File: src/rtl/fnd_scan_ctrl.sv
// Stopwatch display stage: sequential double-dabble BCD conversion plus 4-digit FND scan (SSS.T).
// Optional leading-zero blanking when FND_LZ_BLANK_EN is defined.
module fnd_scan_ctrl #(
    parameter int SCAN_DIV = 100_000,
    parameter int CNT_W    = 14
) (
    input  logic             clk,
    input  logic             reset,
    input  logic [CNT_W-1:0] count,
    output logic             conv_busy,
    output logic [7:0]       fnd_data,
    output logic [3:0]       fnd_com
);

    localparam int BW = $clog2(CNT_W + 1);
    localparam int PW = (SCAN_DIV > 1) ? $clog2(SCAN_DIV) : 1;
    localparam logic [CNT_W-1:0] MAX_VAL = CNT_W'(9999);

    typedef enum logic [1:0] {
        IDLE,
        SHIFT,
        LATCH
    } conv_state_t;

    conv_state_t state, state_next;

    logic [CNT_W-1:0] shift_reg;
    logic [CNT_W-1:0] last_val;
    logic [15:0]      bcd_acc;
    logic [15:0]      bcd_adj;
    logic [15:0]      disp_bcd;
    logic [BW-1:0]    bit_cnt;
    logic [3:0]       nib;
    logic             start_conv;
    logic             last_bit;

    logic [PW-1:0]    presc;
    logic             scan_tick;
    logic [1:0]       digit_idx;
    logic [3:0]       cur_digit;
    logic             blank;
    logic [6:0]       seg7;
    logic [7:0]       seg_next;

    assign start_conv = (state == IDLE) && (count != last_val);
    assign last_bit   = (bit_cnt == BW'(CNT_W - 1));
    assign conv_busy  = (state == SHIFT) || (state == LATCH);

    always_ff @(posedge clk or posedge reset) begin
        if (reset) begin
            state <= IDLE;
        end else begin
            state <= state_next;
        end
    end

    always_comb begin
        state_next = state;
        case (state)
            IDLE:    if (start_conv) state_next = SHIFT;
            SHIFT:   if (last_bit) state_next = LATCH;
            LATCH:   state_next = IDLE;
            default: state_next = IDLE;
        endcase
    end

    // Add-3 correction applied to every nibble before each shift.
    always_comb begin
        bcd_adj = '0;
        nib     = '0;
        for (int n = 0; n < 4; n++) begin
            nib = bcd_acc[4*n +: 4];
            bcd_adj[4*n +: 4] = (nib >= 4'd5) ? nib + 4'd3 : nib;
        end
    end

    always_ff @(posedge clk or posedge reset) begin
        if (reset) begin
            shift_reg <= '0;
            last_val  <= '0;
            bcd_acc   <= '0;
            bit_cnt   <= '0;
            disp_bcd  <= '0;
        end else begin
            case (state)
                IDLE: begin
                    if (start_conv) begin
                        shift_reg <= (count > MAX_VAL) ? MAX_VAL : count;
                        last_val  <= count;
                        bcd_acc   <= '0;
                        bit_cnt   <= '0;
                    end
                end
                SHIFT: begin
                    bcd_acc   <= (bcd_adj << 1) | 16'(shift_reg[CNT_W-1]);
                    shift_reg <= shift_reg << 1;
                    bit_cnt   <= bit_cnt + BW'(1);
                end
                LATCH: begin
                    disp_bcd <= bcd_acc;
                end
                default: ;
            endcase
        end
    end

    assign scan_tick = (presc == PW'(SCAN_DIV - 1));
    assign cur_digit = disp_bcd[{digit_idx, 2'b00} +: 4];

    always_comb begin
        blank = 1'b0;
`ifdef FND_LZ_BLANK_EN
        if (digit_idx == 2'd3 && disp_bcd[15:12] == 4'd0) blank = 1'b1;
        if (digit_idx == 2'd2 && disp_bcd[11:8] == 4'd0 && disp_bcd[15:12] == 4'd0) blank = 1'b1;
`endif
        case (cur_digit)
            4'd0:    seg7 = 7'h40;
            4'd1:    seg7 = 7'h79;
            4'd2:    seg7 = 7'h24;
            4'd3:    seg7 = 7'h30;
            4'd4:    seg7 = 7'h19;
            4'd5:    seg7 = 7'h12;
            4'd6:    seg7 = 7'h02;
            4'd7:    seg7 = 7'h78;
            4'd8:    seg7 = 7'h00;
            4'd9:    seg7 = 7'h10;
            default: seg7 = 7'h7F;
        endcase
        if (blank) seg7 = 7'h7F;
        // The dp stays lit on the seconds digit even if that digit is blanked.
        seg_next = {(digit_idx != 2'd1), seg7};
    end

    always_ff @(posedge clk or posedge reset) begin
        if (reset) begin
            presc     <= '0;
            digit_idx <= '0;
            fnd_com   <= 4'b1111;
            fnd_data  <= 8'hFF;
        end else begin
            presc <= scan_tick ? '0 : presc + PW'(1);
            if (scan_tick) begin
                fnd_com   <= ~(4'b0001 << digit_idx);
                fnd_data  <= seg_next;
                digit_idx <= digit_idx + 2'd1;
            end
        end
    end

endmodule

File: config.mk
export PLATFORM = sky130hd
export DESIGN_NAME = fnd_scan_ctrl
export DESIGN_NICKNAME = d
export VERILOG_FILES = /design/src/rtl/fnd_scan_ctrl.sv
export SDC_FILE = /design/constraint.sdc
export NUM_CORES = 1
export LEC_CHECK = 0
export ABC_AREA = 1
export CORE_MARGIN = 3
export CORE_UTILIZATION = 25
export DETAILED_ROUTE_END_ITERATION = 10
export HOLD_SLACK_MARGIN = 0.02
export SETUP_SLACK_MARGIN = 0.5
export SLEW_MARGIN = 20
export SYNTH_ARGS = -nofsm -noshare
export SYNTH_HDL_FRONTEND = slang
export SYNTH_SLANG_ARGS = --single-unit
File: constraint.sdc
create_clock -name clk -period 3.1 [get_ports clk]
set_clock_uncertainty 0.05 [all_clocks]
set_input_delay 0.465 -clock clk [delete_from_list [all_inputs] [get_ports clk]]
set_output_delay 0.465 -clock clk [all_outputs]
set_load 0.05 [all_outputs]
==> impl_metrics.ini, run 1 <==
[critical_path]
critical_path.startpoint_type = flip-flop
critical_path.top_delay_family = buffers and inverters
r2r_slack_ps = 1160
number_of_buffers_and_inverters_on_the_critical_path = 2
worstSetupEndpointType = output pin
crit_required_ps = 2580
crit_arrival_ps = 1850
critPathKind = reg -> out
crit_path_slowest_cell = sky130_fd_sc_hd__clkdlybuf4s50_1
critPathMaxFanout = 3
critPathMaxStageDelay_ps = 810
path_cells = inv_1 -> ha_1 -> clkdlybuf4s50_1

[clocking]
count_of_clock_tree_sinks = 96
tritoncts = yes
insertion_delay_ps = 340
post_cts_hold_buffers = 0
clkSlewWorstSetupHoldPaths_ps = 70
postCtsResizedCells = 0
root_buffer = sky130_fd_sc_hd__clkbuf_16
postCtsSetupRepairBufs = 0
numCtsBuffers = 9
htree_levels = 3
cts_buffer_depth = 2

[synth]
netlist.top_cell.by_area = sky130_fd_sc_hd__dfrtp_1
yosys_warnings = 0
netlist-cell-type-count = 31
synth-seq-area-share = 0.449
netlist_top_cells_area = sky130_fd_sc_hd__dfrtp_1 40%, sky130_fd_sc_hd__nand2_1 12%, sky130_fd_sc_hd__nand3_1 8.6%, sky130_fd_sc_hd__nor2_1 5.6%, sky130_fd_sc_hd__dfstp_2 5.4%
postSynthCellCount = 700
synth.avg_cell_area_sq_um = 7.68
yosysTopAreaCellShare = 0.396
yosys_register_bits = 96
mappedNetlistNets = 739
netlist_area_sq_um = 5380

[final_layout]
fillCellCount = 2282
largest_register_ff_count = 17
area_growth_pct = 15.6
regArea_sq_um = 2420
final_util = 0.295
drive_above_1_share = 0.0716
largest_register = presc
instances_no_fill = 1001
area_of_the_multi_input_gates_sq_um = 2460
reg.largest.list = presc (17), bcd_acc (16), disp_bcd (16)
fin_area_sq_um = 6210
ant_diodes = 0
final_nets = 760

[floorplan]
io_pins = 29
die_width_microns = 153
design.die.area_sq_um = 23300
initial_utilization = 0.255
die_h_microns = 153
num_rows = 53
core_area_sq_um = 21100

[global_route]
grt_use_met2 = 0.161
grt_pass1_vias = 4154
groute.layer.met1.usage = 0.140
met3_use_gr = 0.0222
residual_overflow_from_global_routing = 0
grt_most_used_layer = met2
grt_util_all_layers = 0.101
grt_first_pass_wirelength_microns = 19900
grt_max_degree = 39
initial_antenna_violation_count = 0

[sta]
maxSlewViolCount = 0
post-route-period-util = 0.764
tightest_slew_ps = 710
maxSlewHeadroom = 0.525
fmax_mhz = 422
setup_viol = 0
setup_repair_after_global_routing_missed_its_margin = no
final-hold-violation-count = 0
tns_ps = 0
fin_crit_ps = 2370

[drt]
route.detailed.wl_per_inst_microns = 11.7
first_iter_violations = 277
drt-pass1-iter-count = 5
routed_wl_microns = 11700
via_count = 4397
via_per_inst = 4.39
drc = 0
final_antenna_net_count = 0

[placement]
dp.final_hpwl_microns = 8100
post-place-cells = 985
place.gp.congestion = 0.827
port-buffer-count = 28
placedInstanceArea_sq_um = 5930

[power]
power_per_cell_area_nw_per_um2 = 744
finalPower_w = 0.00462
power.static_leakage_nw = 2.98
peakVddDrop_mv = 0.341

[status]
run_status = completed

[job]
cap_viol_max_count = 0

[min_path]
timing.hold.worst.class = reg -> reg
metal layers:
metal,share of wire,vias up
met4,0.0034,0
met2,0.46,62
met1,0.50,2056
met5,0,-
li1,-,2277
met3,0.034,2
cells by family (layout without fill, tap and decap cells):
| group | after synthesis | in the layout | synth area share |
|---|---|---|---|
| and+or+nand+nor | 369 | 369 | 0.293 |
| buffers and inverters | 111 | 137 | 0.0933 |
| DFF | 96 | 96 | 0.449 |
| AOI/OAI and AO/OA | 84 | 84 | 0.0833 |
| adders and majority gates | 23 | 23 | 0.0535 |
| xor gates and xnor gates | 17 | 17 | 0.0277 |
area by class of cell:
class,count,area share
Clock buffer,11,0.0409
Clock inverter,5,0.00564
Sequential cell,96,0.389
Tap cell,275,0.0554
Timing Repair Buffer,38,0.0632
Multi-Input combinational cell,493,0.395
Inverter,83,0.0507
cells in the mapped netlist (all sizes together):
cell    instances
inv            82
dfstp          11
xor2           14
a21oi          36
clkinv          1
a211oi          2
ha             23
o21a            1
dfrtp          85
o21ai          37
nand2         173
nor4            1
nand3          93
nor3b           1
nand3b          2
o211ai          8
clkbuf         11
nand4           6
buf            17
nor2           83
nor3           10
xnor2           3
placed cells by master (no fill, tap or decap):
master                            count
sky130_fd_sc_hd__a211oi_1             2
sky130_fd_sc_hd__buf_12               3
sky130_fd_sc_hd__clkdlybuf4s50_1     28
sky130_fd_sc_hd__nand3_1             92
sky130_fd_sc_hd__a21oi_1             36
sky130_fd_sc_hd__o211ai_1             8
sky130_fd_sc_hd__buf_4                7
sky130_fd_sc_hd__nand2_1            168
sky130_fd_sc_hd__inv_6                1
sky130_fd_sc_hd__clkinvlp_4           1
sky130_fd_sc_hd__o21ai_0             27
sky130_fd_sc_hd__xor2_1              14
sky130_fd_sc_hd__inv_4                2
sky130_fd_sc_hd__dfstp_2             11
sky130_fd_sc_hd__xnor2_1              3
sky130_fd_sc_hd__nand3_2              1
sky130_fd_sc_hd__nor2_2               3
sky130_fd_sc_hd__nor4_1               1
sky130_fd_sc_hd__inv_1               75
sky130_fd_sc_hd__clkinv_2             1
sky130_fd_sc_hd__o21a_1               1
sky130_fd_sc_hd__clkbuf_1             1
sky130_fd_sc_hd__nand2_2              4
sky130_fd_sc_hd__clkinv_1             1
sky130_fd_sc_hd__nand3b_1             2
sky130_fd_sc_hd__nand4_1              6
sky130_fd_sc_hd__nor2_1              80
sky130_fd_sc_hd__clkinv_4             1
sky130_fd_sc_hd__nor3b_1              1
sky130_fd_sc_hd__nand2_4              1
sky130_fd_sc_hd__inv_2                6
sky130_fd_sc_hd__ha_1                23
sky130_fd_sc_hd__nor3_1              10
sky130_fd_sc_hd__dfrtp_1             85
sky130_fd_sc_hd__clkbuf_16           10
sky130_fd_sc_hd__o21ai_1             10
through the flow:
step / hold slack [ps] / setup slack (ps)
final: 413 / 730
after global routing: 439 / 638
after floorplan: 380 / 1440
after detailed placement: 408 / 666
after CTS: 418 / 688
after global placement: 400 / 696
worst paths after layout:
check,start,end,depth (start not counted)
worst max-delay path,state[1],conv_busy,3
worst min register to register,presc[0],presc[0],1
min in group asynchronous,reset,shift_reg[4],2
worst max register to register,digit_idx[0],fnd_data[3],8
max in group asynchronous,reset,fnd_com[0],3
worst min-delay path,presc[0],presc[0],1
worst register-to-register path, delay by kind of cell (launching register included):
family | cells | cell delay [ps]
AO/OA/AOI/OAI | 2 | 370
AND/OR/NAND/NOR | 3 | 340
flip-flops | 1 | 550
adder cells (fa/ha/maj) | 1 | 240
buffers and inverters | 2 | 310
power breakdown:
group | leakage, nW | internal, W | total, W | switching (W)
Combinational | 1.64 | 0.000605 | 0.00174 | 0.00113
Sequential | 1.20 | 0.00159 | 0.00181 | 0.000225
Clock | 0.146 | 0.000597 | 0.00108 | 0.000478
Note: power is estimated with default switching activity, not from simulation.
==> run 2: changes to the inputs <==
==> constraint.sdc (replaced) <==
create_clock -name clk -period 2.29 [get_ports clk]
set_clock_uncertainty 0.05 [all_clocks]
set_input_delay 0.3435 -clock clk [delete_from_list [all_inputs] [get_ports clk]]
set_output_delay 0.3435 -clock clk [all_outputs]
set_load 0.05 [all_outputs]
==> run 2 against run 1 <==
Compared with the run above:
- non-clock buffer count grew 17
- sequential power grew 35%
- critical path depth down 2
- sequential share of layout area fell by 1.9 points
- clock power increased by 43%
- flip-flop and latch count did not move
- critical endpoint is now fnd_data[4]
- largest power group is now combinational logic
==> impl_metrics.ini, run 2 (synthesis gave the netlist of run 1 again) <==
[status]
run_status = completed

[power]
power_switching_w = 0.00268
share_of_power_burned_in_the_clock_network = 0.229
power_frac_seq = 0.364
intPower_w = 0.00406
peakVddDrop_mv = 0.502
power_per_cell_area_nw_per_um2 = 1030
switching_share = 0.397
power.static_leakage_nw = 3.24
power_frac_comb = 0.407

[clocking]
post_cts_hold_buffers = 0
insertion_delay_ps = 340
root_buffer = sky130_fd_sc_hd__clkbuf_16
clkSlewWorstSetupHoldPaths_ps = 70
cts_buffer_depth = 2
numCtsBuffers = 9
htree_levels = 3
count_of_clock_tree_sinks = 96
tritoncts = yes

[sta]
post-route-period-util = 0.765
tns_ps = 0
tightest_slew_ps = 479
setup_viol = 0
final-hold-violation-count = 0
maxSlewHeadroom = 0.682
hold-worst-slack_ps = 284
maxSlewViolCount = 0
post-route-worst-setup-slack_ps = 539
setup_repair_after_global_routing_missed_its_margin = yes
fin_crit_ps = 1750
fmax_mhz = 571

[critical_path]
crit_arrival_ps = 1360
critical_path.top_delay_family = flip-flops
number_of_buffers_and_inverters_on_the_critical_path = 1
crit_required_ps = 1900
critPathMaxStageDelay_ps = 530
critical_path.startpoint_type = flip-flop
worstSetupEndpointType = output pin
critPathMaxFanout = 2
rr_startpoint = digit_idx[0]
r2r_slack_ps = 600
regToRegEndpoint = fnd_data[0]
critPathKind = reg -> out
reg2reg_depth = 7
path_cells = clkdlybuf4s15_1
crit_path_slowest_cell = sky130_fd_sc_hd__dfstp_2

[floorplan]
die_width_microns = 153
io_pins = 29
initial_utilization = 0.255
die_h_microns = 153
num_rows = 53
core_area_sq_um = 21100
design.die.area_sq_um = 23300

[global_route]
grt_first_pass_wirelength_microns = 20100
grt_max_degree = 59
initial_antenna_violation_count = 0
residual_overflow_from_global_routing = 0
grt_util_all_layers = 0.100
grt_pass1_vias = 4219

[drt]
via_per_inst = 4.46
routed_wl_microns = 12500
first_iter_violations = 257
drt-pass1-iter-count = 5
drc = 0
final_antenna_net_count = 0
via_count = 4539
route.detailed.wl_per_inst_microns = 12.2

[final_layout]
drive_above_1_share = 0.117
reg.largest.list = presc (17), bcd_acc (16), disp_bcd (16)
area_growth_pct = 21.8
final_nets = 777
final_common_cell = sky130_fd_sc_hd__nand2_1
largest_register_ff_count = 17
fillCellCount = 2266
ant_diodes = 0
regArea_sq_um = 2420
largest_register = presc
area_of_the_multi_input_gates_sq_um = 2520
layout.cells.most_common_list = 166 x sky130_fd_sc_hd__nand2_1, 92 x sky130_fd_sc_hd__nand3_1, 83 x sky130_fd_sc_hd__dfrtp_1, 76 x sky130_fd_sc_hd__nor2_1, 73 x sky130_fd_sc_hd__inv_1

[placement]
port-buffer-count = 28
place.gp.congestion = 0.807
dp.final_hpwl_microns = 7870
post-place-ws_ps = 150

[min_path]
timing.hold.worst.class = in -> async

[job]
cap_viol_max_count = 0
==> run 2: cell count changes in the layout (fill, tap and decap cells not counted), moves of 3 or more <==
cell                              change
sky130_fd_sc_hd__nor2_4               +3
sky130_fd_sc_hd__dlymetal6s2s_1       +8
sky130_fd_sc_hd__nor2_1               -4
sky130_fd_sc_hd__buf_12               +3
sky130_fd_sc_hd__inv_6                +3
sky130_fd_sc_hd__clkdlybuf4s15_1      +8
sky130_fd_sc_hd__clkbuf_2             +4
sky130_fd_sc_hd__clkdlybuf4s50_1     -22
sky130_fd_sc_hd__buf_4                +9
sky130_fd_sc_hd__clkbuf_16            +3
==> run 2: power groups by stage <==
stage / clock network, W / logic (W) / registers, W
6_report: 0.00154 / 0.00274 / 0.00245
2_1_floorplan: 0 / 0.00194 / 0.00239
3_5_place_dp: 0 / 0.00243 / 0.00247
3_3_place_gp: 0 / 0.00241 / 0.00246
5_1_grt: 0.00166 / 0.00312 / 0.00251
4_1_cts: 0.00159 / 0.00246 / 0.00244
==> run 2: stage by stage <==
step	power (W)	area [sq um]	std cells	util
final	0.00673	6550	1018	0.310
after global routing	0.00728	6550	1018	0.310
after CTS	0.00650	6270	1003	0.297
after detailed placement	0.00491	5960	987	0.283
after global placement	0.00487	5960	987	0.283
after floorplan	0.00432	5380	700	-
==> run 2: layout make-up <==
class / count / area share
clock buffers: 9 / 0.0344
well taps: 275 / 0.0526
multi-input cells: 493 / 0.386
flip-flops and latches: 96 / 0.369
inverters: 83 / 0.0497
clock inverters: 7 / 0.0118
repair buffers: 55 / 0.0965
==> run 2: repair_timing <==
item,in CTS,in global routing
buffers inserted,0,10
setup endpoints to repair,27,74
gates resized for setup,29,35
pin swaps,0,4
gates cloned,0,5
==> run 2: layer usage <==
metal | routed length [microns] | GRT usage | up-vias
met4 | 92 | 0.0199 | 0
met2 | 5740 | 0.164 | 62
met5 | 0 | 0 | -
li1 | - | - | 2319
met3 | 414 | 0.0233 | 10
met1 | 6200 | 0.137 | 2148
==> run 2: how the worst max path moves through the flow <==
stage / to / slack (ps) / from / cells past startpoint
floorplan: fnd_data[3] / 630 / digit_idx[0] / 10
global placement: bcd_acc[11] / 120 / count[4] / 12
detailed placement: bit_cnt[0] / 150 / count[4] / 12
CTS: fnd_data[4] / 460 / presc[0] / 11
global route: fnd_data[0] / 470 / digit_idx[0] / 7
finish: fnd_data[4] / 540 / fnd_data[4] / 1
==> edit, RTL diff (settings of run 2) <==
Put one more register stage on the output `fnd_com`. The value now appears one clock later. The other outputs are not delayed to match.
--- a/src/rtl/fnd_scan_ctrl.sv
+++ b/src/rtl/fnd_scan_ctrl.sv
@@ -23,2 +23,4 @@
     } conv_state_t;
+
+    logic [3:0] fnd_com_s0;
 
@@ -137,3 +139,3 @@
             digit_idx <= '0;
-            fnd_com   <= 4'b1111;
+            fnd_com_s0 <= 4'b1111;
             fnd_data  <= 8'hFF;
@@ -142,3 +144,3 @@
             if (scan_tick) begin
-                fnd_com   <= ~(4'b0001 << digit_idx);
+                fnd_com_s0 <= ~(4'b0001 << digit_idx);
                 fnd_data  <= seg_next;
@@ -149,2 +151,6 @@
 
+    always_ff @(posedge clk) begin
+        fnd_com <= fnd_com_s0;
+    end
+
 endmodule
Formal check against the unedited RTL: same outputs for any inputs over 10 cycles, from zero or initial values and one cycle with reset high; that may be too few to reach the edited logic, so the function may still have changed.
==> edit against run 2 <==
Worst hold slack got worse by 9.9 ps. Cell area fell by 0.13%. Routed wire length shrank 1.4%. Sequential cell count is 4 higher. Non-clock buffer count is 2 lower. Setup slack lost 2.8 ps. Total power shrank 0.58%. First-iteration DRC count is 1.9% higher. Largest cell class is now flip-flops and latches. Synthesized area rose by 1.1%.
==> edit: results (changes against run 2) <==
place:
  dpl_cell_area_sq_um: 6058  # +1.6%
  gp_congestion: 0.8558  # +6.1%
  dp_hpwl_mm: 8.133  # +3.3%
  pre_cts_ws_ps: 130.8  # -19.31 ps
synth:
  synthTopCellsByArea: "dfrtp_1, nand2_1, nand3_1"
  synthArstFlopShare_pct: 96.00  # -4.0 points
  synth_flop_cell: "dfrtp_1"
  postSynthNetCount: 748  # +1.2%
  yosysSeqAreaShare_pct: 45.95  # +1.0 points
  yosys-top-cells-count: "nand2_1, nand3_1, dfrtp_1"
worst_setup_path:
  worst-endpoint-arrival_ps: 1360  # about the same
timing:
  worst_pin_slew_ps: 484.7  # +5.339 ps
pwr:
  ir_drop_mv: 0.5049  # +0.49%
  power_leakage_uw: 0.003277  # +1.1%
  p_int_uw: 4105  # +1.1%
detailed_routing:
  routed_wl_mm: 12.28  # -1.4%
  firstDrtPassIters: 5  # unchanged
  vias: 4550  # +0.24%
  first_iter_violations: 262  # +1.9%
global_route:
  grt_max_degree: 46  # -22%
  grt_pass1_vias: 4163  # -1.3%
  grt_pass1_wl_mm: 20.09  # -0.14%
  track_usage_pct: 10.04  # about the same
clock_network:
  root_buffer: "clkbuf_16"
  cts_buffers: 9  # unchanged
status:
  status: "completed"
cells_and_area:
  drive_above_1_share_pct: 10.55  # -1.2 points
  final_net_count: 783  # +0.77%
==> edit: stage by stage <==
stage | std cells | hold slack [ps] | utilization (%)
after global placement | 998 | 348.3 | 28.64
after CTS | 1019 | 291.4 | 30.29
after detailed placement | 998 | 349.3 | 28.64
after global routing | 1024 | 307.6 | 30.91
final | 1024 | 274.1 | 30.91
after floorplan | 709 | 345.1 | -
==> edit: area by class of cell <==
cell class | instances | area [sq um]
Sequential cell | 100 | 2499
Timing Repair Buffer | 53 | 584.3
Clock buffer | 12 | 279.0
Clock inverter | 4 | 27.53
Inverter | 87 | 339.1
Tap cell | 275 | 344.1
Multi-Input combinational cell | 493 | 2466
Fill cell | 2230 | 14620
==> edit: power groups by stage <==
stage / sequential (uW) / clock (uW) / combinational, uW
final: 2520 / 1560 / 2620
after global routing: 2570 / 1660 / 2990
after CTS: 2510 / 1610 / 2440
after detailed placement: 2540 / 0 / 2430
after global placement: 2530 / 0 / 2390
after floorplan: 2450 / 0 / 1910
==> edit: logic make-up (layout without fill, tap and decap cells) <==
kind of cell               count (synthesis)  in the layout  synth area share [%]
DFF                                      100            100                 45.95
xor gates and xnor gates                  18             18                 2.902
buffers and inverters                    116            156                 9.235
and+or+nand+nor                          370            370                 28.81
AOI/OAI and AO/OA                         82             82                 7.808
adders and majority gates                 23             23                 5.297
==> edit: repair_timing <==
item	CTS	global route
pin swaps	0	6
setup endpoints to repair	23	68
resized for setup	24	30
cloned	0	2
buffers inserted	5	3
==> edit: path summary, 6_finish.rpt <==
path,slack (ps),end,start,cells after the start
min in group clk,300,last_val[9],count[9],3
worst min register to register,360,fnd_com[3],fnd_com_s0[3],0
worst min-delay path,270,presc[15],reset,2
max in group asynchronous,1320,fnd_data[0],reset,3
worst max register to register,630,fnd_data[5],digit_idx[0],10
worst max-delay path,540,fnd_data[5],fnd_data[5],1
==> edit: routing by layer <==
| metal | share of wire (%) | GRT usage (%) | wire length (um) | vias to the layer above |
|---|---|---|---|---|
| li1 | - | - | - | 2331 |
| met1 | 48 | 13.79 | 5943 | 2124 |
| met2 | 47 | 16.18 | 5726 | 84 |
| met3 | 3.9 | 2.180 | 478 | 11 |
| met4 | 1.1 | 2.523 | 133 | 0 |
| met5 | 0 | 0 | 0 | - |
